**config.mk**
```make
export PLATFORM = sky130hd
export DESIGN_NAME = gmii_tx_framer
export DESIGN_NICKNAME = d
export VERILOG_FILES = /design/src/rtl/gmii_tx_framer.sv
export SDC_FILE = /design/constraint.sdc
export NUM_CORES = 1
export LEC_CHECK = 0
export BUFFER_PORTS_ARGS = -buffer_cell sky130_fd_sc_hd__buf_2
export CAP_MARGIN = 20
export CORE_ASPECT_RATIO = 2
export CORE_MARGIN = 1
export CORE_UTILIZATION = 65
export DETAILED_ROUTE_END_ITERATION = 10
export PLACE_DENSITY = 0.89
export SYNTH_ARGS = -nofsm -noshare
export SYNTH_HDL_FRONTEND = slang
export SYNTH_SLANG_ARGS = --single-unit
```
**constraint.sdc**
```tcl
create_clock -name gmii_tx_clk -period 4.5 [get_ports gmii_tx_clk]
set_input_delay 0.675 -clock gmii_tx_clk [delete_from_list [all_inputs] [get_ports gmii_tx_clk]]
set_output_delay 0.675 -clock gmii_tx_clk [all_outputs]
set_load 0.1 [all_outputs]
```
**src/rtl/gmii_tx_framer.sv**
```systemverilog
// GMII transmit framer: preamble/SFD insertion, optional zero padding, CRC32 FCS and inter-frame gap.
// Optional padding to MIN_DATA_LEN is compiled in when GMII_TX_PAD_EN is defined.
module gmii_tx_framer #(
    parameter int unsigned PREAMBLE_LEN = 7,
    parameter int unsigned IFG_BYTES    = 12,
    parameter int unsigned MIN_DATA_LEN = 60
) (
    input  logic       gmii_tx_clk,
    input  logic       rst,
    input  logic [7:0] s_data,
    input  logic       s_valid,
    input  logic       s_last,
    output logic       s_ready,
    output logic       gmii_tx_en,
    output logic [7:0] gmii_txd,
    output logic       gmii_tx_er,
    output logic       frame_done,
    output logic       underflow
);

    typedef enum logic [2:0] {IDLE, PREAMBLE, SFD, DATA, PAD, FCS, IFG} state_t;

`ifdef GMII_TX_PAD_EN
    localparam bit PadEn = 1'b1;
`else
    localparam bit PadEn = 1'b0;
`endif

    localparam logic [3:0]  PRE_N    = 4'(PREAMBLE_LEN);
    localparam logic [7:0]  IFG_LAST = 8'(IFG_BYTES - 2);
    localparam logic [10:0] MIN_CNT  = 11'(MIN_DATA_LEN);
    // With a 1-cycle gap the IDLE cycle itself is the whole gap.
    localparam state_t      AFTER_FRAME = (IFG_BYTES > 1) ? IFG : IDLE;

    state_t      state_q;
    logic [3:0]  pre_cnt_q;
    logic [10:0] byte_cnt_q;
    logic [1:0]  fcs_idx_q;
    logic [7:0]  ifg_cnt_q;
    logic [31:0] crc_q;
    logic        tx_en_q;
    logic        tx_er_q;
    logic [7:0]  txd_q;
    logic        done_q;
    logic        uf_q;

    logic [7:0]  crc_in_d;
    logic [31:0] crc_d;
    logic [10:0] cnt_d;
    logic [31:0] fcs_d;
    logic [7:0]  fcs_byte_d;
    logic        short_frame_d;

    function automatic logic [31:0] crc32_byte(input logic [31:0] crc, input logic [7:0] b);
        logic [31:0] c;
        c = crc ^ {24'h0, b};
        for (int i = 0; i < 8; i++)
            c = c[0] ? ((c >> 1) ^ 32'hEDB88320) : (c >> 1);
        return c;
    endfunction

    // Pad bytes enter the CRC as zeros; payload bytes come straight from the source.
    assign crc_in_d      = (state_q == SFD || state_q == DATA) ? s_data : 8'h00;
    assign crc_d         = crc32_byte(crc_q, crc_in_d);
    assign cnt_d         = (byte_cnt_q == 11'h7FF) ? byte_cnt_q : byte_cnt_q + 11'd1;
    assign short_frame_d = PadEn && (cnt_d < MIN_CNT);
    assign fcs_d         = ~crc_q;

    always_comb begin
        fcs_byte_d = fcs_d[7:0];
        case (fcs_idx_q)
            2'd0: fcs_byte_d = fcs_d[7:0];
            2'd1: fcs_byte_d = fcs_d[15:8];
            2'd2: fcs_byte_d = fcs_d[23:16];
            2'd3: fcs_byte_d = fcs_d[31:24];
            default: fcs_byte_d = fcs_d[7:0];
        endcase
    end

    assign s_ready    = (state_q == SFD) || (state_q == DATA);
    assign gmii_tx_en = tx_en_q;
    assign gmii_txd   = txd_q;
    assign gmii_tx_er = tx_er_q;
    assign frame_done = done_q;
    assign underflow  = uf_q;

    always_ff @(posedge gmii_tx_clk or posedge rst) begin
        if (rst) begin
            state_q    <= IDLE;
            pre_cnt_q  <= '0;
            byte_cnt_q <= '0;
            fcs_idx_q  <= '0;
            ifg_cnt_q  <= '0;
            crc_q      <= 32'hFFFFFFFF;
            tx_en_q    <= 1'b0;
            tx_er_q    <= 1'b0;
            txd_q      <= 8'h00;
            done_q     <= 1'b0;
            uf_q       <= 1'b0;
        end else begin
            tx_er_q <= 1'b0;
            done_q  <= 1'b0;
            uf_q    <= 1'b0;
            case (state_q)
                IDLE: begin
                    tx_en_q <= 1'b0;
                    txd_q   <= 8'h00;
                    // The first byte is only observed here; it is consumed after the SFD.
                    if (s_valid) begin
                        state_q    <= PREAMBLE;
                        pre_cnt_q  <= '0;
                        byte_cnt_q <= '0;
                        crc_q      <= 32'hFFFFFFFF;
                    end
                end
                PREAMBLE: begin
                    tx_en_q <= 1'b1;
                    if (pre_cnt_q == PRE_N) begin
                        txd_q   <= 8'hD5;
                        state_q <= SFD;
                    end else begin
                        txd_q     <= 8'h55;
                        pre_cnt_q <= pre_cnt_q + 4'd1;
                    end
                end
                SFD, DATA: begin
                    tx_en_q <= 1'b1;
                    if (s_valid) begin
                        txd_q      <= s_data;
                        crc_q      <= crc_d;
                        byte_cnt_q <= cnt_d;
                        if (s_last) begin
                            fcs_idx_q <= '0;
                            state_q   <= short_frame_d ? PAD : FCS;
                        end else begin
                            state_q <= DATA;
                        end
                    end else begin
                        // Source stalled mid-frame: poison the frame and skip the FCS.
                        txd_q     <= 8'h00;
                        tx_er_q   <= 1'b1;
                        uf_q      <= 1'b1;
                        ifg_cnt_q <= '0;
                        state_q   <= AFTER_FRAME;
                    end
                end
`ifdef GMII_TX_PAD_EN
                PAD: begin
                    tx_en_q    <= 1'b1;
                    txd_q      <= 8'h00;
                    crc_q      <= crc_d;
                    byte_cnt_q <= cnt_d;
                    if (cnt_d == MIN_CNT) state_q <= FCS;
                end
`endif
                FCS: begin
                    tx_en_q   <= 1'b1;
                    txd_q     <= fcs_byte_d;
                    fcs_idx_q <= fcs_idx_q + 2'd1;
                    if (fcs_idx_q == 2'd3) begin
                        done_q    <= 1'b1;
                        ifg_cnt_q <= '0;
                        state_q   <= AFTER_FRAME;
                    end
                end
                IFG: begin
                    tx_en_q <= 1'b0;
                    txd_q   <= 8'h00;
                    if (ifg_cnt_q == IFG_LAST) state_q <= IDLE;
                    else                       ifg_cnt_q <= ifg_cnt_q + 8'd1;
                end
                default: begin
                    tx_en_q <= 1'b0;
                    txd_q   <= 8'h00;
                    state_q <= IDLE;
                end
            endcase
        end
    end

endmodule

```
## After elaboration in Yosys (flattened, before gate mapping)

Index checks and enable logic that the tools add are counted.
W data, S select, Z words.

| word-level totals | value |
|---|---|
| flip-flop bits (word level) | 60 |
| latch bits | 0 |
| memory bits (writable) | 0 |
| memory bits (read-only) | 0 |
| bits of input ports | 12 |
| logic and storage cells | 93 |
| memories kept | 0 |

| operators by class | value |
|---|---|
| add/sub/neg operators | 3 |
| multipliers | 0 |
| divide/modulo/power cells | 0 |
| order comparisons | 0 |
| equality and inequality tests | 19 |
| shift operators | 0 |
| mux-type cells | 38 |
| bitwise logic cells | 10 |
| reductions and logical operators | 14 |

Operator list:

| operator | number |
|---|---|
| $mux W32 | 10 |
| $not A13 Y14 | 8 |
| $pmux W32 S2 | 1 |
| $mux W8 | 6 |
| $pmux W8 S3 | 2 |
| $not A32 Y32 | 1 |
| $pmux W8 S4 | 1 |
| $xor A32 B8 Y32 | 1 |
| $mux W3 | 6 |
| $ne A2 B2 Y1 const B | 9 |
| $pmux W3 S5 | 1 |
| $reduce_and A3 Y1 | 3 |
| $add A8 B1 Y8 const B | 1 |
| $eq A8 B4 Y1 const B | 1 |
| $mux W4 | 2 |
| $pmux W4 S2 | 1 |
| $reduce_and A4 Y1 | 2 |
| $eq A3 B2 Y1 const B | 2 |
| $eq A3 B3 Y1 const B | 2 |
| $reduce_bool A2 Y1 | 3 |
| $mux W1 | 5 |
| $add A4 B1 Y4 const B | 1 |
| $eq A2 B2 Y1 const B | 2 |
| $eq A4 B3 Y1 const B | 1 |
| 11 further kinds | 12 |

## Logic depth before layout (Yosys ltp)

Gate-level depths: netlist of run 1.

| depth | value |
|---|---|
| depth in word-level cells | 22 |
| depth in mapped cells | 9 |
| gate-level depth less buffers | 8 |

## Least setup slack after synthesis of run 1

No wires, ideal clock.

| path | value |
|---|---|
| kind | flip-flop to flip-flop |
| start | register state_q[1] |
| end | register crc_q[22] |
| library setup time | 0.080 ns |
| arrival time | 2.016 ns |
| required time | 4.420 ns |
| setup slack | 2.404 ns |
| cell stages (with the launch flop) | 10 |
| buffers on the path | 2 |
| cells stage by stage | dfrtp_1 -> buf_4 -> nand2b_4 -> buf_6 -> inv_4 -> nand2_4 -> xor2_4 -> xor3_1 -> xnor2_1 -> o22a_1 |

| on the way | value |
|---|---|
| longest elaborated chain between the ends | 18 |
| elaborated cells between the ends (all ways) | 26 |
| classes of those cells | eq/ne (4); mux (11); bitwise (6); reduce/logical (5) |

Ends and longest elaborated chain:

| item | RTL line | source |
|---|---|---|
| start: declaration | 35 | `state_t state_q;` |
| start signal: assignment | 134 | `state_q <= short_frame_d ? PAD : FCS;` |
| $eq A3 B2 Y1 | - |  |
| $logic_or A1 B1 Y1 (*) | - |  |
| via s_ready | 13 | `output logic s_ready,` |
| $mux W8 (*) | 63 | `assign crc_in_d = (state_q == SFD \|\| state_q == DATA) ? s_data : 8'h00;` |
| $xor A32 B8 Y32 (*) | 56 | `c = crc ^ {24'h0, b};` |
| $mux W32 (*) (2 in a row) | 58 | `c = c[0] ? ((c >> 1) ^ 32'hEDB88320) : (c >> 1);` |
| $not A13 Y14 (no line) | - |  |
| $mux W32 (*) | 58 |  |
| $not A13 Y14 (no line) | - |  |
| $mux W32 (*) (2 in a row) | 58 |  |
| $not A13 Y14 (no line) | - |  |
| $mux W32 (*) | 58 |  |
| $not A13 Y14 (no line) | - |  |
| $mux W32 (*) (2 in a row) | 58 |  |
| $mux W32 (*) | 128 | `if (s_valid) begin` |
| $pmux W32 S2 (*) | 104 | `case (state_q)` |
| end signal: assignment | 130 | `crc_q <= crc_d;` |
| end: declaration | 40 | `logic [31:0] crc_q;` |

The timed path passes the listed nets; every way through them passes the cells marked *. The select of a mux whose other input is x is not followed.
A chain may end at the register's enable or synchronous reset.

## Worst setup path in the final report of run 1

| path | value |
|---|---|
| start | register state_q[2] |
| end | output s_ready |

| on the way | value |
|---|---|
| longest elaborated chain between the ends | 2 |
| elaborated cells between the ends (all ways) | 3 |
| classes of those cells | eq/ne (2); reduce/logical (1) |

Ends and longest elaborated chain:

| item | RTL line | source |
|---|---|---|
| $eq A3 B2 Y1 | 80 | `assign s_ready = (state_q == SFD) \|\| (state_q == DATA);` |
| $logic_or A1 B1 Y1 (*) | 80 |  |
| end: declaration | 13 |  |

Every way passes the cells marked *; elsewhere a longest branch is shown, timed or not.

==> results of run 1 <==
[path summary, 6_finish.rpt]
kind | to | slack [ns] | cells after the start
max reg2reg | ifg_cnt_q[4] | 2.21 | 8
max | s_ready | 2.09 | 3
max in group asynchronous | ifg_cnt_q[7] | 3.49 | 3
min | pre_cnt_q[2] | 0.53 | 3
min in group gmii_tx_clk | crc_q[30] | 0.53 | 2
min reg2reg | crc_q[30] | 0.53 | 2
[final cells by class]
| class | instances | share of cell area [%] |
|---|---|---|
| Inverter | 8 | 0.810 |
| Multi-Input combinational cell | 285 | 51.2 |
| Clock inverter | 5 | 0.654 |
| Timing Repair Buffer | 27 | 3.55 |
| Clock buffer | 11 | 3.52 |
| Tap cell | 60 | 1.87 |
| Sequential cell | 60 | 38.4 |
[state kept, by name, indices dropped and copies added, names as in the netlist]
| signal | cells |
|---|---|
| underflow | 1 |
| crc_q | 32 |
| gmii_tx_en | 1 |
| state_q | 3 |
| gmii_txd | 8 |
| fcs_idx_q | 2 |
| ifg_cnt_q | 8 |
| frame_done | 1 |
| pre_cnt_q | 4 |
[stage by stage]
| stage | hold WS [ns] | cells | instance area [um2] |
|---|---|---|---|
| 2_1_floorplan | 0.475 | 371 | 3720 |
| 3_3_place_gp | 0.503 | 440 | 3850 |
| 3_5_place_dp | 0.508 | 440 | 3850 |
| 4_1_cts | 0.522 | 456 | 4020 |
| 5_1_grt | 0.539 | 456 | 4020 |
| 6_report | 0.527 | 456 | 4020 |
[metal layers]
| metal | routed length, um | up-vias |
|---|---|---|
| li1 | - | 1290 |
| met1 | 3080 | 1371 |
| met2 | 4600 | 90 |
| met3 | 372 | 41 |
| met4 | 651 | 0 |
| met5 | 0 | - |
[synthesized netlist by cell type, types with 5 or more instances]
master,count
a21oi_1,30
buf_2,5
clkbuf_1,8
dfrtp_1,28
dfstp_2,32
ha_1,7
inv_1,6
nand2_1,29
nand2b_1,10
nand3_1,8
nor2_1,39
o21ai_0,22
o21ai_1,10
o221ai_1,9
o22a_1,10
xnor2_1,48
xor2_1,25
[worst register-to-register path: cells and delay by family (launching register included)]
| kind | cells | cell delay [ns] |
|---|---|---|
| and+or+nand+nor | 4 | 1.39 |
| AOI/OAI and AO/OA | 2 | 0.19 |
| adders and majority gates | 1 | 0.13 |
| buffers and inverters | 1 | 0.08 |
| DFF | 1 | 0.42 |
[logic make-up after synthesis]
family	after synthesis	share of synthesized area, %
adder cells (fa/ha/maj)	7	2.36
XOR/XNOR	85	24.4
AND/OR/NAND/NOR	107	14.5
flip-flops	60	41.5
buffers and inverters	26	3.40
AO/OA/AOI/OAI	86	13.9
[placed cells by master (no fill, tap or decap), types with 3 or more instances in the layout]
master and count:
a21oi_1 30, and3_1 3, buf_2 24, buf_4 3
clkbuf_8 10, clkinv_2 4, dfrtp_1 28, dfstp_2 32
ha_1 7, inv_1 5, nand2_1 29, nand2b_1 10
nand3_1 8, nor2_1 37, nor2_2 5, o21ai_0 22
o21ai_1 10, o221ai_1 9, o22a_1 10, xnor2_1 48
xnor2_2 3, xor2_1 25
==> summary.txt, run 1 <==
Global routing
  • GRT busiest layer: met2
  • Antenna violations before repair: 0
  • Grt met2 use: 56.0%
  • Met1 GRT Util: 32.4%
  • First-pass GRT wire length: 14200 um
  • Remaining Overflow, GRT: 0
  • Met3 Resource Use GR: 7.47%
  • Largest net degree at the start of global routing: 61
  • Number of global-route vias before repair: 2908
  • GRT Util Overall: 32.2%

Finish
  • Final core occ: 73.4%
  • Diode count: 0
  • Synthesis-to-layout area growth: 7.97%
  • Share of layout cells above drive strength 1: 24.5%
  • Fillers: 387
  • Nets: 410
  • Multi-input gate area: 2060 um2
  • Register Area: 1540 um2

Setup path
  • R2r startpoint: ifg_cnt_q[0]
  • Crit Path Category: register to output pin
  • Top delay family on crit path: buffers and inverters
  • Critical Path AT: 1.73 ns
  • Required @ worst endpoint: 3.83 ns
  • Crit path capture type: output pin
  • Setup crit start kind: register
  • Slowest library cell on the worst path: dfrtp_1
  • CP bufs+invs: 2
  • Critical Path Source: state_q[2]
  • CP max FO: 11
  • CP peak stage delay: 0.50 ns
  • CP cell instances: nand2b_4, inv_4, buf_2

STA
  • Setup tns final: 0 ns
  • Relative slew slack: 50.7%
  • RSZ-0062 raised after global routing: no
  • Max-slew violations: 0
  • Final Hold Vio Count: 0
  • Skew final: 0.00519 ns
  • PnR worst setup slack: 2.09 ns
  • Period utilisation layout: 53.4%
  • Setup Viol. Count Final: 0
  • Shortest period the worst path allows: 2.41 ns
  • Tightest Pin Transition: 0.739 ns
  • Fmax: 416 MHz

Logic synthesis
  • Synth cell types: 48
  • Yosys warning count: 0
  • Area contributors post-synth: dfstp_2 23%, dfrtp_1 19%, xnor2_1 11%, xor2_1 5.9%, a21oi_1 4.0%
  • Post-Syn Area: 3720 um2
  • Mapped Avg Cell Area: 10.0 um2
  • Post-Synthesis Cells: 371
  • Synth area leader: dfstp_2
  • Post-synthesis async set-or-reset flop share: 100%
  • Net count after synthesis: 390
  • EDFF count, synth: 0
  • Synth Register Bits: 60
  • Yosys top cell area share: 22.6%
  • Top FF cell, synth: dfstp_2
  • Register area share after synthesis: 41.5%

Job
  • Max_cap viols: 0

Clock network
  • Clk buf depth: 2
  • CTS tree: done
  • Post-CTS Setup Repair Bufs: 0
  • Root buf cell: clkbuf_8
  • Hold-fix buffers at CTS: 0
  • CTS H-tree lvls: 3
  • Worst-path clk slew: 0.06 ns
  • Post-cts sizing count: 0
  • TritonCTS buffer count: 9
  • Clock latency on the worst-skew pair: 0.35 ns
  • Clock Sinks: 60

Placement
  • HPWL Detailed: 6140 um
  • RePlAce Congestion: 0.924
  • Pre-CTS worst setup slack: 2.10 ns
  • PortBufs: 24

Floorplan
  • Die width: 55.5 um
  • Ports: 25
  • Chip height: 109 um
  • Die area: 6050 um2
  • Initial Utilization: 68.0%
  • # rows: 38
  • Core Area: 5470 um2

Route
  • Post-DRT Antenna Nets: 0
  • Vias per inst: 6.12
  • Drt initial violations: 93
  • First-pass DRT Iterations: 5
  • Vias: 2792
  • Drt drc: 0
  • DR WL/cell: 19.1 um
  • Routed wire length: 8700 um

Worst hold path
  • Worst hold path class: input pin to asynchronous set/reset pin

Status
  • Status: finished clean
Power of run 1 is not shown: default switching activity piles up to over one toggle a cycle in this logic, so the estimate is an artifact.
==> run 2, diff against run 1 <==
CORE_UTILIZATION = 55   (was 65)
PLACE_DENSITY = 0.8   (was 0.89)
clock period = 2.1 ns   (was 4.5 ns; I/O delays follow)
==> run 2 against run 1 <==
Compared with the run above:
- the flow now finishes with violations (negative setup slack)
- critical path depth up 5
- sequential share of layout area decreased by 3.4 points
- clock skew grew 0.0028 ns
- via count is 2.6% higher
- register-to-register slack worse by 2.2 ns
- flip-flop and latch count did not move
- routed wire length up 4.9%
- largest cell class unchanged
==> summary.txt, run 2 (synthesis gave the netlist of run 1 again) <==
Clock network
  • Clock Sinks: 60 (unchanged)
  • Worst-path clk slew: 0.05 ns (about the same)
  • Hold-fix buffers at CTS: 0 (unchanged)
  • Clk buf depth: 2 (unchanged)
  • TritonCTS buffer count: 9 (unchanged)
  • Root buf cell: clkbuf_16
  • CTS H-tree lvls: 3 (unchanged)
  • Clock latency on the worst-skew pair: 0.34 ns (about the same)
  • CTS tree: done

Route
  • Drt drc: 0 (unchanged)
  • Met3 routed WL: 342 um (-8.1%)
  • DR WL/cell: 17.9 um (-6.0%)
  • Met2 wire len: 5120 um (+11%)
  • Vias: 2864 (+2.6%)
  • Routed wire length: 9130 um (+4.9%)
  • Wl on met1: 3220 um (+4.4%)
  • Drt initial violations: 138 (+48%)
  • Max Used Layer: met4
  • First-pass DRT Iterations: 5 (unchanged)
  • Vias per inst: 5.63 (-8.1%)
  • Post-DRT Antenna Nets: 0 (unchanged)

STA
  • Period utilisation layout: 102%
  • Max-slew violations: 0 (unchanged)
  • Fmax: 469 MHz
  • Setup tns final: -0.0703 ns (-0.0703 ns)
  • Worst hold slack: 0.0256 ns (-0.501 ns)
  • Setup Viol. Count Final: 4 (+4)
  • Skew final: 0.00804 ns (+0.00285 ns)
  • PnR worst setup slack: -0.0337 ns (-2.13 ns)
  • Final Hold Vio Count: 0 (unchanged)
  • Relative slew slack: 60.7% (+9.9 points)
  • RSZ-0062 raised after global routing: yes
  • Shortest period the worst path allows: 2.13 ns
  • Tightest Pin Transition: 0.589 ns (-0.150 ns)

Worst hold path
  • Worst hold path class: input pin to asynchronous set/reset pin

Setup path
  • CP max FO: 5 (-6)
  • Critical Path AT: 2.37 ns (+0.64 ns)
  • Crit path capture type: register
  • Required @ worst endpoint: 2.33 ns (-1.50 ns)
  • Setup crit start kind: register
  • Crit Path Category: register to register

Floorplan
  • Initial Utilization: 56.6% (-11 points)
  • Ports: 25 (unchanged)
  • # rows: 42 (+11%)
  • Core Area: 6570 um2 (+20%)
  • Die area: 7110 um2 (+18%)
  • Chip height: 118 um (+8.6%)
  • Die width: 60.1 um (+8.4%)

Placement
  • HPWL Detailed: 6480 um (+5.5%)
  • Area after DPL: 4060 um2 (+5.5%)
  • Pre-CTS worst setup slack: -0.0426 ns (-2.14 ns)
  • RePlAce Congestion: 0.945 (+2.3%)
  • PortBufs: 24 (unchanged)

Global routing
  • Remaining Overflow, GRT: 0 (unchanged)
  • First-pass GRT wire length: 14900 um (+4.8%)
  • Number of global-route vias before repair: 3076 (+5.8%)
  • Largest net degree at the start of global routing: 61 (unchanged)
  • Antenna violations before repair: 0 (unchanged)
  • GRT Util Overall: 29.1% (-3.1 points)

Finish
  • Register Area: 1540 um2 (unchanged)
  • Max FFs per register: 32 (unchanged)
  • Synthesis-to-layout area growth: 18.5%
  • Fillers: 533 (+38%)
  • Share of layout cells above drive strength 1: 29.5% (+5.0 points)
  • Most common cell after layout, fill and taps aside: xnor2_1
  • Largest register by flop count: crc_q
  • Design area: 4410 um2 (+9.8%)
  • Most frequent cells in the layout: 48 x xnor2_1, 37 x nor2_1, 32 x dfstp_2, 30 x a21oi_1, 29 x nand2_1
  • Diode count: 0 (unchanged)
  • Multi-input gate area: 2090 um2 (+1.8%)
  • Nets: 435 (+6.1%)

Status
  • Status: finished with violations
  • Failing checks: negative setup slack

Job
  • Max_cap viols: 0 (unchanged)
[run 2: area by class of cell]
cell class / instances / area share (%)
Sequential cell: 60 / 35.0
Multi-Input combinational cell: 286 / 47.5
Clock buffer: 11 / 5.51
Timing Repair Buffer: 51 / 7.61
Inverter: 8 / 0.738
Tap cell: 88 / 2.50
Clock inverter: 5 / 1.19
[run 2: what timing repair did]
action | CTS | global route
setup endpoints to repair | 4 | 8
pin swaps | 1 | 6
cloned | 0 | 1
gates resized for setup | 0 | 4
buffers inserted | 0 | 2
[run 2: routing by layer]
metal  GRT usage (%)  vias up
met2            48.4       90
met3            6.67       30
met5               0        -
met1            30.8     1404
li1                -     1340
met4            19.8        0
[run 2: path summary, 6_finish.rpt]
check,from,endpoint,slack [ns],cells past startpoint
hold reg to reg,crc_q[31],crc_q[31],0.51,2
max in group asynchronous,rst,crc_q[26],1.75,3
setup / recovery,ifg_cnt_q[0],ifg_cnt_q[4],-0.03,8
hold / removal,rst,pre_cnt_q[3],0.03,3
min in group gmii_tx_clk,s_data[1],gmii_txd[1],0.27,3
setup reg to reg,ifg_cnt_q[0],ifg_cnt_q[4],-0.03,8
[run 2: worst max-delay path, cell delays in order (launching register included)]
cell and delay (ns):
dfrtp_1 0.38, inv_1 0.06, ha_1 0.14, or4b_4 0.48, nor4b_4 0.36, nor4b_4 0.12, nor3_4 0.31, o21ai_1 0.10
o31ai_1 0.08
[run 2: stage by stage]
step / std cells / utilization [%]
2_1_floorplan: 371 / -
3_3_place_gp: 490 / 61.8
3_5_place_dp: 490 / 61.8
4_1_cts: 506 / 66.3
5_1_grt: 509 / 67.1
6_report: 509 / 67.1
Power of run 2 is left out for the same reason.
